[src/rtl/stack_controller.sv]
// -----------------------------------------------------------------------------
// stack_controller
//
// Multicycle control FSM for the 8-bit stack-machine datapath. It takes the
// IR opcode and the top-of-stack value, and it drives every datapath strobe.
//
// Handshake: there is no valid/ready pair. The datapath acts on each strobe
// in the same cycle the strobe is high. instr_done is a one-cycle pulse in
// the last cycle of every instruction.
//
// Optional feature (macro STACK_CTRL_PERF_EN):
//   Adds the instr_count output. This is a CNT_W-bit counter of retired
//   instructions. Reset clears it, and it wraps from all-ones to 0.
//
// Ports:
//   clk          system clock, rising edge
//   rst          synchronous active-high reset; forces every strobe to 0
//   opcode[2:0]  IR[7:5]
//   tos          current top-of-stack (only its zero-ness is used)
//   pc_write, ir_write, mdr_en, addrSrc, mem_write, push, pop, stack_src,
//   load_a, load_b, alu_control[1:0], jump, instr_done
//                datapath control strobes
//   instr_count  retired-instruction counter (STACK_CTRL_PERF_EN only)
//   state_dbg    current FSM state, for observation
// -----------------------------------------------------------------------------
module stack_controller #(
  parameter int TOS_W = 8,
  parameter int CNT_W = 16
) (
  input  logic             clk,
  input  logic             rst,
  input  logic [2:0]       opcode,
  input  logic [TOS_W-1:0] tos,
  output logic             pc_write,
  output logic             ir_write,
  output logic             mdr_en,
  output logic             addrSrc,
  output logic             mem_write,
  output logic             push,
  output logic             pop,
  output logic             stack_src,
  output logic             load_a,
  output logic             load_b,
  output logic [1:0]       alu_control,
  output logic             jump,
  output logic             instr_done,
`ifdef STACK_CTRL_PERF_EN
  output logic [CNT_W-1:0] instr_count,
`endif
  output logic [2:0]       state_dbg
);

  typedef enum logic [2:0] {
    FETCH    = 3'd0,
    DECODE   = 3'd1,
    POP_A    = 3'd2,
    POP_B    = 3'd3,
    ALU_PUSH = 3'd4,
    MEM_RD   = 3'd5,
    PUSH_MDR = 3'd6,
    MEM_WR   = 3'd7
  } state_t;

  state_t state;
  logic   tos_zero;

  assign tos_zero  = (tos == '0);
  assign state_dbg = state;

  // State register and next-state selection.
  always_ff @(posedge clk) begin
    if (rst) begin
      state <= FETCH;
    end else begin
      case (state)
        FETCH:  state <= DECODE;
        DECODE: begin
          case (opcode)
            3'b000, 3'b001, 3'b010, 3'b011: state <= POP_A;
            3'b100:                         state <= MEM_RD;
            3'b101:                         state <= MEM_WR;
            default:                        state <= FETCH;  // jmp / jz
          endcase
        end
        // "not" has only one operand, so it skips the second pop.
        POP_A:    state <= (opcode == 3'b011) ? ALU_PUSH : POP_B;
        POP_B:    state <= ALU_PUSH;
        MEM_RD:   state <= PUSH_MDR;
        default:  state <= FETCH;  // ALU_PUSH, PUSH_MDR, MEM_WR
      endcase
    end
  end

  // Output decode. Reset overrides the decode, so an abandoned instruction
  // leaves no partial strobes behind.
  always_comb begin
    pc_write    = 1'b0;
    ir_write    = 1'b0;
    mdr_en      = 1'b0;
    addrSrc     = 1'b0;
    mem_write   = 1'b0;
    push        = 1'b0;
    pop         = 1'b0;
    stack_src   = 1'b0;
    load_a      = 1'b0;
    load_b      = 1'b0;
    alu_control = 2'b00;
    jump        = 1'b0;
    instr_done  = 1'b0;
    if (!rst) begin
      case (state)
        FETCH: begin
          ir_write = 1'b1;
          pc_write = 1'b1;
        end
        DECODE: begin
          if (opcode == 3'b110) begin
            pc_write   = 1'b1;
            jump       = 1'b1;
            instr_done = 1'b1;
          end else if (opcode == 3'b111) begin
            // jz tests TOS but does not consume it.
            pc_write   = tos_zero;
            jump       = tos_zero;
            instr_done = 1'b1;
          end
        end
        POP_A: begin
          load_a = 1'b1;
          pop    = 1'b1;
        end
        POP_B: begin
          load_b = 1'b1;
          pop    = 1'b1;
        end
        ALU_PUSH: begin
          alu_control = opcode[1:0];
          push        = 1'b1;
          instr_done  = 1'b1;
        end
        MEM_RD: begin
          addrSrc = 1'b1;
          mdr_en  = 1'b1;
        end
        PUSH_MDR: begin
          stack_src  = 1'b1;
          push       = 1'b1;
          instr_done = 1'b1;
        end
        MEM_WR: begin
          // Memory takes the TOS in this same cycle, before the pop lands.
          addrSrc    = 1'b1;
          mem_write  = 1'b1;
          pop        = 1'b1;
          instr_done = 1'b1;
        end
        default: ;
      endcase
    end
  end

`ifdef STACK_CTRL_PERF_EN
  always_ff @(posedge clk) begin
    if (rst) begin
      instr_count <= '0;
    end else if (instr_done) begin
      instr_count <= instr_count + 1'b1;
    end
  end
`else
  logic [CNT_W-1:0] perf_unused;
  assign perf_unused = '0;
`endif

endmodule

[config.mk]
export PLATFORM = sky130hd
export DESIGN_NAME = stack_controller
export DESIGN_NICKNAME = d
export VERILOG_FILES = /design/src/rtl/stack_controller.sv
export SDC_FILE = /design/constraint.sdc
export NUM_CORES = 1
export LEC_CHECK = 0
export BUFFER_PORTS_ARGS = -buffer_cell sky130_fd_sc_hd__buf_2
export CAP_MARGIN = 0
export CORE_AREA = 8 8 45 47
export DETAILED_ROUTE_END_ITERATION = 10
export DIE_AREA = 0 0 53 55
export PLACE_DENSITY = 0.59
export SETUP_SLACK_MARGIN = 0.1
export SLEW_MARGIN = 40
export SYNTH_ARGS = -nofsm -noshare
export SYNTH_HDL_FRONTEND = slang
export SYNTH_SLANG_ARGS = --single-unit
[constraint.sdc]
create_clock -name clk -period 1.55 [get_ports clk]
set_clock_uncertainty 0.2 [all_clocks]
set_input_delay 0.2325 -clock clk [delete_from_list [all_inputs] [get_ports clk]]
set_output_delay 0.2325 -clock clk [all_outputs]
set_load 0.02 [all_outputs]
# After elaboration in Yosys (flattened, before gate mapping)
# Index checks and enable logic that the tools add are counted.
word_totals:
  word_cells: 56
  reg_bits: 3
  output_inout_bits: 17
  in_bits: 13
op_classes:
  n_eq_ne: 14
  muxes: 33
  n_reduce_logical: 8
ops:
  columns: ["op", "n"]
  rows:
  - ["2-to-1 mux 1 bit", 26]
  - ["equality test 3 bit (second input constant)", 8]
  - ["one-hot mux 3 bit (5 select lines)", 1]
  - ["equality test 3 x 2 -> 1 bit (second input constant)", 4]
  - ["one-hot mux 3 bit (3 select lines)", 1]
  - ["zero test 8 bit", 1]
  - ["equality test 3 x 1 -> 1 bit (second input constant)", 2]
  - ["zero test 3 bit", 2]
  - ["OR reduction 3 bit", 2]
  - ["2-to-1 mux 2 bit", 2]
  - ["one-hot mux 1 bit (2 select lines)", 2]
  - ["OR reduction 2 bit", 2]
  - ["OR reduction 4 bit", 1]
  - ["2-to-1 mux 3 bit", 1]

# Longest topological paths before layout
depth:
  depth_word: 5
  depth_mapped: 4
  ltp_nobuf: 3

# Least setup slack after synthesis
# No wires, ideal clock.
synth_timing:
  kind: "reg2out"
  start: "register state[2], in the netlist state_dbg[2]"
  end: "output mdr_en"
  path_slack_ps: -310
  required_ps: 1117
  arrival_time_ps: 1427
  n_path_buf: 1
  path_stages_with_launch: 5
  cell_sequence: "dfxtp_1 > buf_4 > nor2b_1 > and2_1 > nor2b_1"
synth_via:
  elab_chain_cells: 3
synth_lines:
  columns: ["item", "line_no", "rtl"]
  rows:
  - ["start: declaration", "64", "state_t state;"]
  - ["start signal: assignment", "86", "POP_A: state <= (opcode == 3'b011) ? ALU_PUSH : POP_B;"]
  - ["equality test 3 bit", "111", "case (state)"]
  - ["2-to-1 mux 1 bit", "111", null]
  - ["2-to-1 mux 1 bit", "110", "if (!rst) begin"]
  - ["end: declaration", "36", "output logic mdr_en,"]
# Every way passes these cells.

# Final worst setup path
layout_timing:
  start: "register state[0], in the netlist state_dbg[0]"
  end: "output pc_write"
layout_via:
  elab_chain_cells: 3
  word_cells_on_any_way: 4
  cone_classes: "eq/ne: 1; mux: 2; reduce/logical: 1"
layout_lines:
  columns: ["item", "line_no", "rtl"]
  rows:
  - ["equality test 3 x 1 -> 1 bit or zero test 3 bit (tied branches)", "111", null]
  - ["one-hot mux 1 bit (2 select lines) (*)", "111", null]
  - ["2-to-1 mux 1 bit (*)", "110", null]
  - ["end: declaration", "34", "output logic pc_write,"]
# Every way passes the cells marked *; elsewhere a longest branch is shown, timed or not.

==> impl_metrics.yaml <==
outcome:
  status: "finished with violations"
  violations: "setup timing"
cts:
  htree_levels: 1
  postCtsHoldBufs: 0
  clock_latency_ns: 0.23
  cts_made_buffers: 3
  cts.sinks: 3
  clk_pin_slew_ns: 0.03
  cts_tree: "yes"
  cts_buffer_depth: 2
  cts_root_buffer: "clkbuf_4"
yosys:
  yosysTopAreaCell: "dfxtp_1"
  synth_warnings: 0
  syn_nets: 58
  syn_inst: 45
  synth_top_area_frac: 0.1890
  ys_seq_area_frac: 0.1890
  synth_area_per_cell_um2: 7.062
  synthTopCellsByArea: "dfxtp_1 (19%), nor2b_1 (12%), and3_1 (7.9%)"
  synth-seq-cells: 3
  synth.distinct_cells: 24
  syn_area_um2: 317.8
setup_path:
  crit_arrival_ns: 1.22
  cp.required_ns: 1.12
  r2r_setup_slack_ns: 0.14
  r2r_start: "state_dbg[0]$_SDFF_PP0_"
  critPathKind: "flip-flop to output port"
  crit_path_end_kind: "output port"
  reg2reg_to: "state_dbg[1]$_SDFF_PP0_"
  slowest_stage: "dfxtp_4"
  cpPeakStageDelay_ns: 0.36
  crit_top_cell: "buf_6"
  path_cells: "nor2b_4 > nand4_1 > buf_6 > o21bai_4 > buf_6"
  start_kind: "flip-flop"
  r2r_cells: 4
  cp_max_fo: 4
place:
  port_buffers: 29
  placedCellCount: 96
  gp_congestion: 0.7706
  hpwl_um: 1051
timing:
  grt_setup_unrepaired: "true"
  slew_violations: 0
  relSlewSlack: 0.7193
  finalHoldViolCount: 0
  min_period_ns: 1.653
  setup_violations: 11
  worst_pin_slew_ns: 0.4202
  setup_slack_ns: -0.1034
  max_freq_mhz: 604.8
  finalCritPeriodShare: 1.067
  holdWs_ns: 0.1048
floorplanning:
  die-area_um2: 2915
  die_w_um: 53
  core_area_um2: 1384
  start_util: 0.2297
  die_y_um: 55
  io_pins: 30
  fp-row-count: 14
drt:
  dr.first_iter.drc_count: 7
  wl_per_cell_um: 14.05
  drt_wl_total_um: 1433
  drc: 0
  ant_nets: 0
  via_per_inst: 4.892
  num_vias: 499
  drt-pass1-iter-count: 4
power:
  power_density_nw_per_um2: 664.2
  pwr-share-clk: 0.254
  irDropWorstVdd_uv: 470.3
  total_leakage_power_nw: 0.3751
  power.internal_uw: 338.1
  p_comb_frac: 0.547
  power_frac_seq: 0.199
  switchingPower_uw: 204.5
  swShare: 0.3769
grt:
  antenna_found_initial: 0
  grt_start_max_net_pins: 9
  grt_pass1_vias: 462
  gr-usage-all-layers: 0.09433
  grt_pass1_wl_um: 2132
  overflow: 0
hold_path:
  hold_depth: 2
  holdCritStartpoint: "opcode[2]"
  whs_endpoint: "state_dbg[0]$_SDFF_PP0_"
  worstHoldPathType: "primary input to flip-flop"
cells_and_area:
  final-instance-count-excl-fill: 102
  multi_input_area_um2: 372.9
  drive_gt1_frac: 0.7442
  largest_register_ffs: 3
  nets: 100
  fillCellCount: 118
  antennaDiodeCount: 0
  syn2layout_area_growth_pct: 157.1
  seqCellArea_um2: 71.32
run:
  drv_cap: 0
repair_timing:
action / CTS / global route
buffers inserted: 1 / 2
resized for setup: 38 / 12
pin swaps: 3 / 1
endpoints found under the setup margin: 14 / 14
cell usage after synthesis (all sizes together):
master / number
o211a: 1
nor3: 1
and3: 4
a21boi: 1
o21bai: 1
a221oi: 1
nor3b: 1
a21oi: 2
nand2b: 2
nor2b: 6
or2b: 1
o21ai: 4
nor2: 5
nor4: 3
a31oi: 1
inv: 1
buf: 3
dfxtp: 3
and3b: 1
or3: 1
nand4: 1
and2: 1
per-stage QoR:
stage	utilization	area [um^2]	worst slack [ns]	setup TNS (ns)	total power, mW
floorplan	-	395.4	-0.02370	-0.02371	0.2485
global placement	0.4322	598.1	-0.05931	-0.07129	0.3303
detailed placement	0.4322	598.1	-0.08814	-0.1323	0.3317
CTS	0.5479	758.2	-0.1085	-0.6328	0.5230
global route	0.5904	817.0	-0.1459	-1.258	0.5762
finish	0.5904	817.0	-0.1034	-0.7422	0.5427
per-layer routing:
layer  track usage  wire length (um)  part of all wire  vias to the layer above
li1              -                 -                 -                      248
met5             0                 0                 0                        -
met2        0.1953               871              0.61                       12
met4       0.02586                10            0.0070                        0
met1       0.08761               473              0.33                      237
met3       0.02406                76             0.053                        2
layout by cell type, fill, tap and decap left out:
cell / count
or2b_1: 1
nand2b_4: 2
nor4_1: 2
nor2_1: 1
nor4_4: 1
and3_4: 2
a221oi_1: 1
and2_4: 1
or3_1: 1
nor3b_4: 1
buf_4: 9
o21ai_4: 1
nor2b_4: 4
a21oi_1: 2
buf_2: 15
nand4_1: 1
o21bai_4: 1
dfxtp_4: 3
a21boi_1: 1
a31oi_1: 1
o21ai_0: 3
inv_1: 1
and3_1: 2
clkbuf_1: 1
buf_6: 16
nor3_4: 1
nor2_2: 1
clkbuf_4: 3
nor2b_1: 2
o211a_1: 1
nor2_4: 3
and3b_1: 1
layout make-up:
class                      instances  area share
inverter                           1    0.004594
clock buffer                       4     0.03216
sequential                         3     0.08729
timing repair buffer              40      0.3951
tap                               16     0.02450
multi-input combinational         38      0.4564
cell families after synthesis:
logic type,after synthesis,synth area share
buf+inv,4,0.06693
simple gates,27,0.5237
flops,3,0.1890
compound gates,11,0.2205
how the worst max path moves through the flow:
stage,from,end
after detailed placement,tos[1],pc_write
final,state_dbg[0]$_SDFF_PP0_,pc_write
after global placement,tos[5],pc_write
after global routing,state_dbg[0]$_SDFF_PP0_,pc_write
after floorplan,state_dbg[0]$_SDFF_PP0_,pc_write
after CTS,state_dbg[0]$_SDFF_PP0_,pc_write
worst max-delay path: cells and delay by family (launching register included):
kind | cells | cell delay (ns)
and+or+nand+nor | 2 | 0.24
AOI/OAI and AO/OA | 1 | 0.10
buffers and inverters | 2 | 0.28
DFF | 1 | 0.36
power groups by stage:
stage               registers (mW)  logic (mW)  clock network [mW]
finish                       0.108       0.297               0.138
global route                 0.110       0.316               0.150
CTS                          0.107       0.272               0.144
detailed placement           0.106       0.226                   0
global placement             0.106       0.225                   0
floorplan                    0.110       0.138                   0
Note: power is estimated with default switching activity, not from simulation.
